===== src/rtl/multicycle_ctrl_if.sv =====
// Datapath control bundle between the multi-cycle sequencer and the RV32 datapath/memory.
// master = sequencer side, slave = datapath side.
interface multicycle_ctrl_if;
  logic [31:0] instr;
  logic        eq;
  logic        mem_ready;
  logic        ir_we;
  logic        pc_we;
  logic        pc_src;
  logic        adr_src;
  logic        mem_re;
  logic        mem_we;
  logic        reg_we;
  logic        result_src;
  logic        alu_src;
  logic [2:0]  alu_ctrl;
  logic [1:0]  imm_src;

  modport master (
    input  instr, eq, mem_ready,
    output ir_we, pc_we, pc_src, adr_src, mem_re, mem_we, reg_we,
           result_src, alu_src, alu_ctrl, imm_src
  );

  modport slave (
    output instr, eq, mem_ready,
    input  ir_we, pc_we, pc_src, adr_src, mem_re, mem_we, reg_we,
           result_src, alu_src, alu_ctrl, imm_src
  );
endinterface


===== src/rtl/multicycle_ctrl.sv =====
// Multi-cycle RV32 control sequencer: fetch/decode/execute/memory/writeback with
// ready-handshake memory, retired-instruction counter and sticky trap on illegal encodings.
//
// state  | meaning
// IDLE   | parked, waiting for run
// FETCH  | reading instruction at PC, held until mem_ready
// DECODE | instruction register valid, legality check
// EXEC   | ALU operation; branches resolve and complete here
// MEM    | load/store access at ALU result, held until mem_ready
// WB     | register write-back, PC+4, completes
// HALT   | illegal encoding trapped, left only by reset
module multicycle_ctrl #(
  parameter int CNT_WIDTH = 32
) (
  input  logic                 clk,
  input  logic                 rst,
  input  logic                 run,
  multicycle_ctrl_if.master    bus,
  output logic                 busy,
  output logic                 illegal,
  output logic [CNT_WIDTH-1:0] instret
);

  typedef enum logic [2:0] {
    IDLE   = 3'd0,
    FETCH  = 3'd1,
    DECODE = 3'd2,
    EXEC   = 3'd3,
    MEM    = 3'd4,
    WB     = 3'd5,
    HALT   = 3'd6
  } state_t;

  state_t state;
  state_t state_next;

  logic [6:0] opcode;
  logic [2:0] funct3;
  logic [6:0] funct7;
  logic       is_addi, is_add, is_sub, is_lw, is_sw, is_beq, is_bne;
  logic       is_legal;
  logic       done;
  logic       unused_instr_bits;

  logic       ir_we, pc_we, pc_src, adr_src, mem_re, mem_we, reg_we;
  logic       result_src, alu_src;
  logic [2:0] alu_ctrl;
  logic [1:0] imm_src;

  assign opcode = bus.instr[6:0];
  assign funct3 = bus.instr[14:12];
  assign funct7 = bus.instr[31:25];
  assign unused_instr_bits = ^{bus.instr[24:15], bus.instr[11:7]};

  assign is_addi = (opcode == 7'b0010011) && (funct3 == 3'b000);
  assign is_add  = (opcode == 7'b0110011) && (funct3 == 3'b000) && (funct7 == 7'b0000000);
  assign is_sub  = (opcode == 7'b0110011) && (funct3 == 3'b000) && (funct7 == 7'b0100000);
  assign is_lw   = (opcode == 7'b0000011) && (funct3 == 3'b010);
  assign is_sw   = (opcode == 7'b0100011) && (funct3 == 3'b010);
  assign is_beq  = (opcode == 7'b1100011) && (funct3 == 3'b000);
  assign is_bne  = (opcode == 7'b1100011) && (funct3 == 3'b001);
  assign is_legal = is_addi | is_add | is_sub | is_lw | is_sw | is_beq | is_bne;

  always_ff @(posedge clk or negedge rst) begin
    if (!rst) begin
      state <= IDLE;
    end else begin
      state <= state_next;
    end
  end

  always_comb begin
    state_next = state;
    done       = 1'b0;
    busy       = 1'b0;
    illegal    = 1'b0;
    ir_we      = 1'b0;
    pc_we      = 1'b0;
    pc_src     = 1'b0;
    adr_src    = 1'b0;
    mem_re     = 1'b0;
    mem_we     = 1'b0;
    reg_we     = 1'b0;
    result_src = 1'b0;
    alu_src    = 1'b0;
    alu_ctrl   = 3'b000;
    imm_src    = 2'b00;

    case (state)
      IDLE: begin
        if (run) state_next = FETCH;
      end
      FETCH: begin
        busy   = 1'b1;
        mem_re = 1'b1;
        if (bus.mem_ready) begin
          ir_we      = 1'b1;
          state_next = DECODE;
        end
      end
      DECODE: begin
        busy       = 1'b1;
        state_next = is_legal ? EXEC : HALT;
      end
      EXEC: begin
        busy = 1'b1;
        if (is_add || is_sub) begin
          alu_ctrl   = is_sub ? 3'b001 : 3'b000;
          state_next = WB;
        end else if (is_addi) begin
          alu_src    = 1'b1;
          state_next = WB;
        end else if (is_lw || is_sw) begin
          alu_src    = 1'b1;
          imm_src    = is_sw ? 2'b01 : 2'b00;
          state_next = MEM;
        end else if (is_beq || is_bne) begin
          alu_ctrl = 3'b001;
          imm_src  = 2'b10;
          pc_we    = 1'b1;
          pc_src   = is_beq ? bus.eq : ~bus.eq;
          done     = 1'b1;
        end else begin
          // instr changed after DECODE; trap rather than guess
          state_next = HALT;
        end
      end
      MEM: begin
        busy    = 1'b1;
        adr_src = 1'b1;
        mem_re  = is_lw;
        mem_we  = is_sw;
        if (bus.mem_ready) begin
          if (is_lw) begin
            state_next = WB;
          end else begin
            pc_we = 1'b1;
            done  = 1'b1;
          end
        end
      end
      WB: begin
        busy       = 1'b1;
        reg_we     = 1'b1;
        result_src = is_lw;
        pc_we      = 1'b1;
        done       = 1'b1;
      end
      HALT: begin
        illegal = 1'b1;
      end
      default: begin
        state_next = IDLE;
      end
    endcase

    if (done) state_next = run ? FETCH : IDLE;
  end

  always_ff @(posedge clk or negedge rst) begin
    if (!rst) begin
      instret <= '0;
    end else if (done) begin
      instret <= instret + CNT_WIDTH'(1);
    end
  end

  assign bus.ir_we      = ir_we;
  assign bus.pc_we      = pc_we;
  assign bus.pc_src     = pc_src;
  assign bus.adr_src    = adr_src;
  assign bus.mem_re     = mem_re;
  assign bus.mem_we     = mem_we;
  assign bus.reg_we     = reg_we;
  assign bus.result_src = result_src;
  assign bus.alu_src    = alu_src;
  assign bus.alu_ctrl   = alu_ctrl;
  assign bus.imm_src    = imm_src;

endmodule

===== src/flat_wrapper.sv =====
// flat-port wrapper written by rule: the top's interface ports become plain ports
module multicycle_ctrl_flat 
#(
  parameter int CNT_WIDTH = 32
)
  (clk, rst, run, busy, illegal, instret, bus_instr, bus_eq, bus_mem_ready, bus_ir_we, bus_pc_we, bus_pc_src, bus_adr_src, bus_mem_re, bus_mem_we, bus_reg_we, bus_result_src, bus_alu_src, bus_alu_ctrl, bus_imm_src);
  multicycle_ctrl_if bus_i ();
  input  logic clk;
  input  logic rst;
  input  logic run;
  output logic busy;
  output logic illegal;
  output logic [CNT_WIDTH-1:0] instret;
  input wire logic [$bits(bus_i.instr)-1:0] bus_instr;
  input wire logic [$bits(bus_i.eq)-1:0] bus_eq;
  input wire logic [$bits(bus_i.mem_ready)-1:0] bus_mem_ready;
  output wire logic [$bits(bus_i.ir_we)-1:0] bus_ir_we;
  output wire logic [$bits(bus_i.pc_we)-1:0] bus_pc_we;
  output wire logic [$bits(bus_i.pc_src)-1:0] bus_pc_src;
  output wire logic [$bits(bus_i.adr_src)-1:0] bus_adr_src;
  output wire logic [$bits(bus_i.mem_re)-1:0] bus_mem_re;
  output wire logic [$bits(bus_i.mem_we)-1:0] bus_mem_we;
  output wire logic [$bits(bus_i.reg_we)-1:0] bus_reg_we;
  output wire logic [$bits(bus_i.result_src)-1:0] bus_result_src;
  output wire logic [$bits(bus_i.alu_src)-1:0] bus_alu_src;
  output wire logic [$bits(bus_i.alu_ctrl)-1:0] bus_alu_ctrl;
  output wire logic [$bits(bus_i.imm_src)-1:0] bus_imm_src;
  assign bus_i.instr = bus_instr;
  assign bus_i.eq = bus_eq;
  assign bus_i.mem_ready = bus_mem_ready;
  assign bus_ir_we = bus_i.ir_we;
  assign bus_pc_we = bus_i.pc_we;
  assign bus_pc_src = bus_i.pc_src;
  assign bus_adr_src = bus_i.adr_src;
  assign bus_mem_re = bus_i.mem_re;
  assign bus_mem_we = bus_i.mem_we;
  assign bus_reg_we = bus_i.reg_we;
  assign bus_result_src = bus_i.result_src;
  assign bus_alu_src = bus_i.alu_src;
  assign bus_alu_ctrl = bus_i.alu_ctrl;
  assign bus_imm_src = bus_i.imm_src;
  multicycle_ctrl #(.CNT_WIDTH(CNT_WIDTH)) u_core (.clk(clk), .rst(rst), .run(run), .bus(bus_i), .busy(busy), .illegal(illegal), .instret(instret));
endmodule

===== config.mk =====
export PLATFORM = sky130hd
export DESIGN_NAME = multicycle_ctrl_flat
export DESIGN_NICKNAME = d
export VERILOG_FILES = /design/src/rtl/multicycle_ctrl_if.sv /design/src/rtl/multicycle_ctrl.sv /design/src/flat_wrapper.sv
export SDC_FILE = /design/constraint.sdc
export NUM_CORES = 1
export LEC_CHECK = 0
export ABC_AREA = 1
export CELL_PAD_IN_SITES_DETAIL_PLACEMENT = 0
export CELL_PAD_IN_SITES_GLOBAL_PLACEMENT = 1
export CORE_MARGIN = 3
export CORE_UTILIZATION = 35
export DETAILED_ROUTE_END_ITERATION = 8
export GPL_TIMING_DRIVEN = 0
export HOLD_SLACK_MARGIN = 0.08
export PLACE_DENSITY = 0.95
export RECOVER_POWER = 25
export SLEW_MARGIN = 20
export SYNTH_ARGS = -nofsm -noshare
export SYNTH_HDL_FRONTEND = slang
export SYNTH_SLANG_ARGS = --single-unit
export TNS_END_PERCENT = 10

===== constraint.sdc =====
create_clock -name clk -period 3.5 [get_ports clk]
set_input_delay 0.7 -clock clk [delete_from_list [all_inputs] [get_ports clk]]
set_output_delay 0.7 -clock clk [all_outputs]
set_load 0.01 [all_outputs]

==> flow_summary.json, run 1 <==
{
  "status": "complete, no violations",
  "synth_area_sq_um": 2680,
  "num_antenna_cells": 0,
  "finalNetCount": 516,
  "die_h_um": 93.5,
  "hold_viol": 0,
  "cts_num_sinks": 35,
  "grt_overflow": 0,
  "yosys-top-cells-area": "dfrtp_1 33%, nand2_1 21%, nor2_1 7.4%",
  "tightest_slew_ns": 1.08,
  "syn_inst": 401,
  "pwr-share-seq_pct": 36.2,
  "setup-violations-final": 0,
  "grt_pass1_wl_um": 12400,
  "cpMaxStageDelayCell": "clkdlybuf4s50_1",
  "setup_tns_ns": 0,
  "cts_max_level": 2,
  "grt_max_degree": 20,
  "routed_wl_um": 7330,
  "ys_seq_elements": 35,
  "p_int_mw": 0.879,
  "path_max_fanout": 10,
  "worstPathArrival_ns": 2.58,
  "critPathMaxStageDelay_ns": 0.57,
  "syn_area_per_cell_sq_um": 6.68,
  "sw_frac_of_total_pct": 37.8,
  "ir_drop_mv": 0.255,
  "die_w_um": 93.5,
  "drtIter0Drc": 224,
  "grtUsageTotal_pct": 17.6,
  "path_cells": "clkdlybuf4s50_1, nand3_1, nor2_1, nand2_1, clkinv_1, nand3_4, nand3_4, buf_6, clkdlybuf4s50_1",
  "yosysSeqAreaShare_pct": 32.7,
  "std_cell_rows": 31,
  "clk_pin_slew_ns": 0.07,
  "synth_top_area_share_pct": 32.7,
  "dp_cells": 569,
  "p_switching_mw": 0.534,
  "max_freq_mhz": 305,
  "clkPwrFrac_pct": 22.8,
  "antenna_left": 0,
  "hpwl_um": 5910,
  "path_class": "in -> out",
  "cellPowerDensity_nw_per_um2": 395,
  "clk-insertion-delay-late_ns": 0.28,
  "maxSlewHeadroom_pct": 28.0,
  "cts_tree": "done",
  "endpoint_kind": "output pin",
  "ys_types": 28,
  "io_buffer_count": 67,
  "antenna_found_initial": 0,
  "yosysMostFrequentCell": "nand2_1",
  "via_per_inst": 4.76,
  "finalCritPeriodShare_pct": 93.6,
  "clockBufferDepth": 2,
  "yosys-top-cells-count": "147 x nand2_1, 53 x nor2_1, 36 x inv_1, 35 x dfrtp_1, 19 x nor3_1",
  "critical_path_buf_inv_count": 4,
  "io_pins": 85,
  "worstPathRequired_ns": 2.80,
  "cts-buffers-inserted": 5,
  "pwr-share-comb_pct": 41.0,
  "drt_pass1_iterations": 5,
  "route.vias.total": 2753,
  "area_growth_pct": 33.7,
  "fp.coreArea_sq_um": 7330,
  "skew_ns": 0.00768,
  "drive_gt1_share_pct": 11.1,
  "cp-start-kind": "primary input",
  "p_leak_nw": 1.55,
  "synth_edf_count": 0,
  "die-area_sq_um": 8740,
  "synthFlopType": "dfrtp_1",
  "final_cells": 578,
  "wire_per_inst_um": 12.7,
  "final-max-slew-violation-count": 0,
  "rsz0062_at_grt": "no",
  "synth_top_cell_by_area": "dfrtp_1",
  "drc": 0,
  "min_period_ns": 3.28,
  "place.gp.congestion": 0.906,
  "yosys_warnings": 0,
  "maxCapViolCount": 0,
  "path_delay_family": "buffers and inverters",
  "hold_class": "in -> async",
  "grt_pass1_vias": 2655,
  "ys_async_sr_fraction_pct": 100,
  "cts_root_buf": "clkbuf_8",
  "initial_utilization_pct": 36.5
}
-- kinds of logic (layout without fill, tap and decap cells) --
kind of cell,count (synthesis),count (layout),share of synthesized area (%)
xor+xnor,19,19,6.21
other cells,1,2,0.140
fa+ha+maj,1,1,0.467
flops,35,35,32.7
buf+inv,50,127,8.83
compound gates,25,25,6.45
simple gates,270,270,45.2
-- path summary, 6_finish.rpt --
kind / endpoint / depth (start not counted) / from / slack [ns]
max: bus_pc_we / 9 / bus_instr[5] / 0.22
max in group asynchronous: u_core.state[2] / 2 / rst / 1.50
max reg2reg: u_core.instret[16] / 10 / u_core.instret[0] / 1.62
min reg2reg: u_core.instret[31] / 2 / u_core.instret[31] / 0.52
min in group clk: u_core.instret[31] / 2 / u_core.instret[31] / 0.52
min: u_core.instret[28] / 1 / rst / 0.52
-- stage by stage --
| stage | hold WS [ns] | power [mW] | setup slack (ns) | instance area (sq um) | util [%] |
|---|---|---|---|---|---|
| 2_1_floorplan | 0.404 | 0.861 | 1.27 | 2680 | - |
| 3_3_place_gp | 0.502 | 1.09 | 0.150 | 3480 | 47.4 |
| 3_5_place_dp | 0.506 | 1.10 | 0.137 | 3500 | 47.7 |
| 4_1_cts | 0.352 | 1.43 | 0.136 | 3600 | 49.1 |
| 5_1_grt | 0.571 | 1.51 | 0.0565 | 3580 | 48.8 |
| 6_report | 0.515 | 1.41 | 0.223 | 3580 | 48.8 |
-- power by group through the flow --
stage / sequential, mW / clock, mW / combinational, mW
4_1_cts: 0.512 / 0.331 / 0.583
2_1_floorplan: 0.518 / 0 / 0.343
5_1_grt: 0.522 / 0.351 / 0.641
3_5_place_dp: 0.518 / 0 / 0.581
6_report: 0.511 / 0.322 / 0.579
3_3_place_gp: 0.516 / 0 / 0.573
-- layout make-up --
cell class / count / area [sq um]
sequential: 35 / 876
tap: 99 / 124
multi-input combinational: 317 / 1570
buffer: 8 / 78.8
fill: 707 / 3750
clock buffer: 8 / 100
inverter: 42 / 158
timing repair buffer: 69 / 676
-- layout by cell type, fill, tap and decap left out --
cell and count:
a21boi_0 1, a21oi_1 1, buf_4 4, buf_6 5
clkbuf_1 3, clkbuf_8 7, clkdlybuf4s50_1 66, clkinv_1 1
conb_1 2, dfrtp_1 35, ha_1 1, inv_1 36
inv_2 5, nand2_1 147, nand2_2 2, nand3_1 18
nand3_2 3, nand3_4 3, nand3b_1 5, nand4_1 7
nor2_1 53, nor2_2 8, nor2_4 3, nor3_1 19
nor3b_1 1, o21ai_0 5, o21ai_1 6, o21ai_2 12
or2_2 1, xnor2_1 4, xor2_1 15
-- layer usage --
metal	track usage, %	wire length [um]	vias to the layer above
met5	0	0	-
met4	5.98	150	0
met3	3.22	439	11
met2	27.2	3220	87
met1	24.6	3520	1248
li1	-	-	1407
-- flip-flops by register name, summed over array words and instances, names as in the netlist --
name	count
u_core.state	3
u_core.instret	32
-- timing repair --
item	in CTS	in global routing
gates resized for setup	0	0
endpoints found under the setup margin	0	1
setup buffers	0	1
hold buffers	0	0
No activity file was read; power rests on OpenSTA's default activity.
==> run 2, diff against run 1 <==
CORE_ASPECT_RATIO = 1.5   (was not set)
CORE_UTILIZATION = 47   (was 35)
DONT_BUFFER_PORTS = 1   (was not set)
PLACE_DENSITY = 0.93   (was 0.95)
==> flow_summary.json, run 2 (synthesis results as in run 1) <==
{
  "path_delay_family": "simple AND/OR/NAND/NOR gates",
  "cp-start-kind": "primary input",
  "setup_tns_ns": 0,
  "final_area_sq_um": 2860,
  "grt_max_degree": 36,
  "clkPwrFrac_pct": 23.1,
  "antenna_found_initial": 0,
  "drive_gt1_share_pct": 12.4,
  "cts_tree": "done",
  "grt_pass1_wl_um": 12000,
  "hpwl_um": 5680,
  "finalCritPeriodShare_pct": 67.8,
  "num_antenna_cells": 0,
  "hold_class": "in -> async",
  "worstPathArrival_ns": 1.67,
  "grt_overflow": 0,
  "final-max-slew-violation-count": 0,
  "cts_root_buf": "clkbuf_8",
  "critPathMaxStageDelay_ns": 0.20,
  "place.gp.congestion": 0.964,
  "place_ws_ns": 1.11,
  "multi_input_area_sq_um": 1570,
  "status": "complete, no violations",
  "clockBufferDepth": 2,
  "die_w_um": 67.6,
  "pwr-share-seq_pct": 42.5,
  "layout_commonest_cell": "nand2_1",
  "final_cells": 481,
  "endpoint_kind": "output pin",
  "p_leak_nw": 1.30,
  "hold_ws_ns": 0.0951,
  "min_period_ns": 2.37,
  "fp.coreArea_sq_um": 5490,
  "n_fill_cell": 565,
  "drtIter0Drc": 107,
  "area_growth_pct": 6.82,
  "hold_viol": 0,
  "cts-buffers-inserted": 5,
  "io_buffer_count": 0,
  "cts_num_sinks": 35,
  "skew_ns": 0.00465,
  "path_class": "in -> out",
  "cellPowerDensity_nw_per_um2": 434,
  "cpMaxStageDelayCell": "nand3_1",
  "largest_reg_flops": 32,
  "final_util_pct": 52.1,
  "max_freq_mhz": 422,
  "path_cells": "inv_1, nand2_1, nor2_2, nand3_1, nand3_2, nand3_4, buf_6",
  "layout_common_cells": "147 x nand2_1, 53 x nor2_1, 36 x inv_1",
  "routed_wl_um": 7080,
  "clk-insertion-delay-late_ns": 0.29,
  "sw_frac_of_total_pct": 41.2,
  "std_cell_rows": 33,
  "p_int_mw": 0.730,
  "pwr-share-comb_pct": 34.3,
  "setup-violations-final": 0,
  "cts_max_level": 2,
  "via_per_inst": 5.29,
  "ir_drop_mv": 0.311,
  "route.vias.total": 2544,
  "top_regs": "u_core.instret: 32 flops, u_core.state: 3 flops",
  "dp_cells": 472,
  "regMostFlops": "u_core.instret",
  "drc": 0,
  "power_mw": 1.24,
  "clk_pin_slew_ns": 0.07,
  "rsz0062_at_grt": "no",
  "drt_pass1_iterations": 4,
  "worstPathRequired_ns": 2.80,
  "critical_path_buf_inv_count": 2,
  "setup_ws_ns": 1.13,
  "maxCapViolCount": 0,
  "cts_setup_buffers": 0,
  "antenna_left": 0,
  "post_dp_cell_area_sq_um": 2770,
  "seq_area_sq_um": 876,
  "die_h_um": 98.4,
  "io_pins": 85,
  "initial_utilization_pct": 48.8,
  "grtUsageTotal_pct": 23.4,
  "wire_per_inst_um": 14.7,
  "grt_pass1_vias": 2625,
  "path_max_fanout": 10,
  "die-area_sq_um": 6660,
  "p_switching_mw": 0.511,
  "finalNetCount": 448
}
==> run 2: changes by cell type in the layout (fill, tap and decap cells not counted) <==
| cell | delta |
|---|---|
| clkdlybuf4s50_1 | -66 |
| clkbuf_8 | -2 |
| buf_4 | -1 |
| clkbuf_1 | -1 |
| clkinv_2 | +1 |
| dlygate4sd3_1 | +1 |
==> run 2: path summary, 6_finish.rpt <==
check	start	end	slack, ns	depth (start not counted)
hold / removal	rst	u_core.instret[23]	0.1	0
max in group asynchronous	rst	u_core.instret[4]	2.71	1
hold reg to reg	u_core.instret[16]	u_core.instret[16]	0.59	2
setup / recovery	bus_instr[2]	bus_pc_we	1.13	7
min in group clk	run	u_core.state[0]	0.54	2
setup reg to reg	u_core.instret[0]	u_core.instret[16]	1.58	10
==> run 2: worst reg2reg max path, cell delays in order, from the launching register on <==
cell	delay, ns
dfrtp_1	0.51
ha_1	0.26
nand3_2	0.15
nor2_2	0.15
inv_2	0.08
nor2_4	0.15
nand4_1	0.18
nor2_1	0.17
nand2_1	0.07
nand2_1	0.06
nand2_1	0.05
==> run 2: power by group through the flow <==
stage / Sequential (mW) / Combinational, mW / Clock, mW
floorplan: 0.518 / 0.343 / 0
global placement: 0.536 / 0.422 / 0
detailed placement: 0.536 / 0.431 / 0
CTS: 0.529 / 0.431 / 0.295
global route: 0.536 / 0.488 / 0.313
finish: 0.527 / 0.426 / 0.287
==> run 2: layout make-up <==
cell class	count	area share, %
repair buffers	1	0.350
inverters	42	5.51
well taps	70	3.06
clock buffers	7	2.67
flip-flops and latches	35	30.6
multi-input cells	317	54.9
clock inverters	1	0.175
plain buffers	8	2.76
==> run 2: layer usage <==
layer / GRT usage (%) / vias to the layer above / wire [um]
li1: - / 1275 / -
met1: 24.5 / 1170 / 2600
met4: 11.1 / 0 / 208
met5: 0 / - / 0
met3: 5.93 / 17 / 448
met2: 41.9 / 82 / 3830
==> run 2: timing repair <==
item | 4_1_cts | 5_1_grt
hold buffers | 0 | 1
resized for setup | 0 | 0
endpoints found under the hold margin | 0 | 2
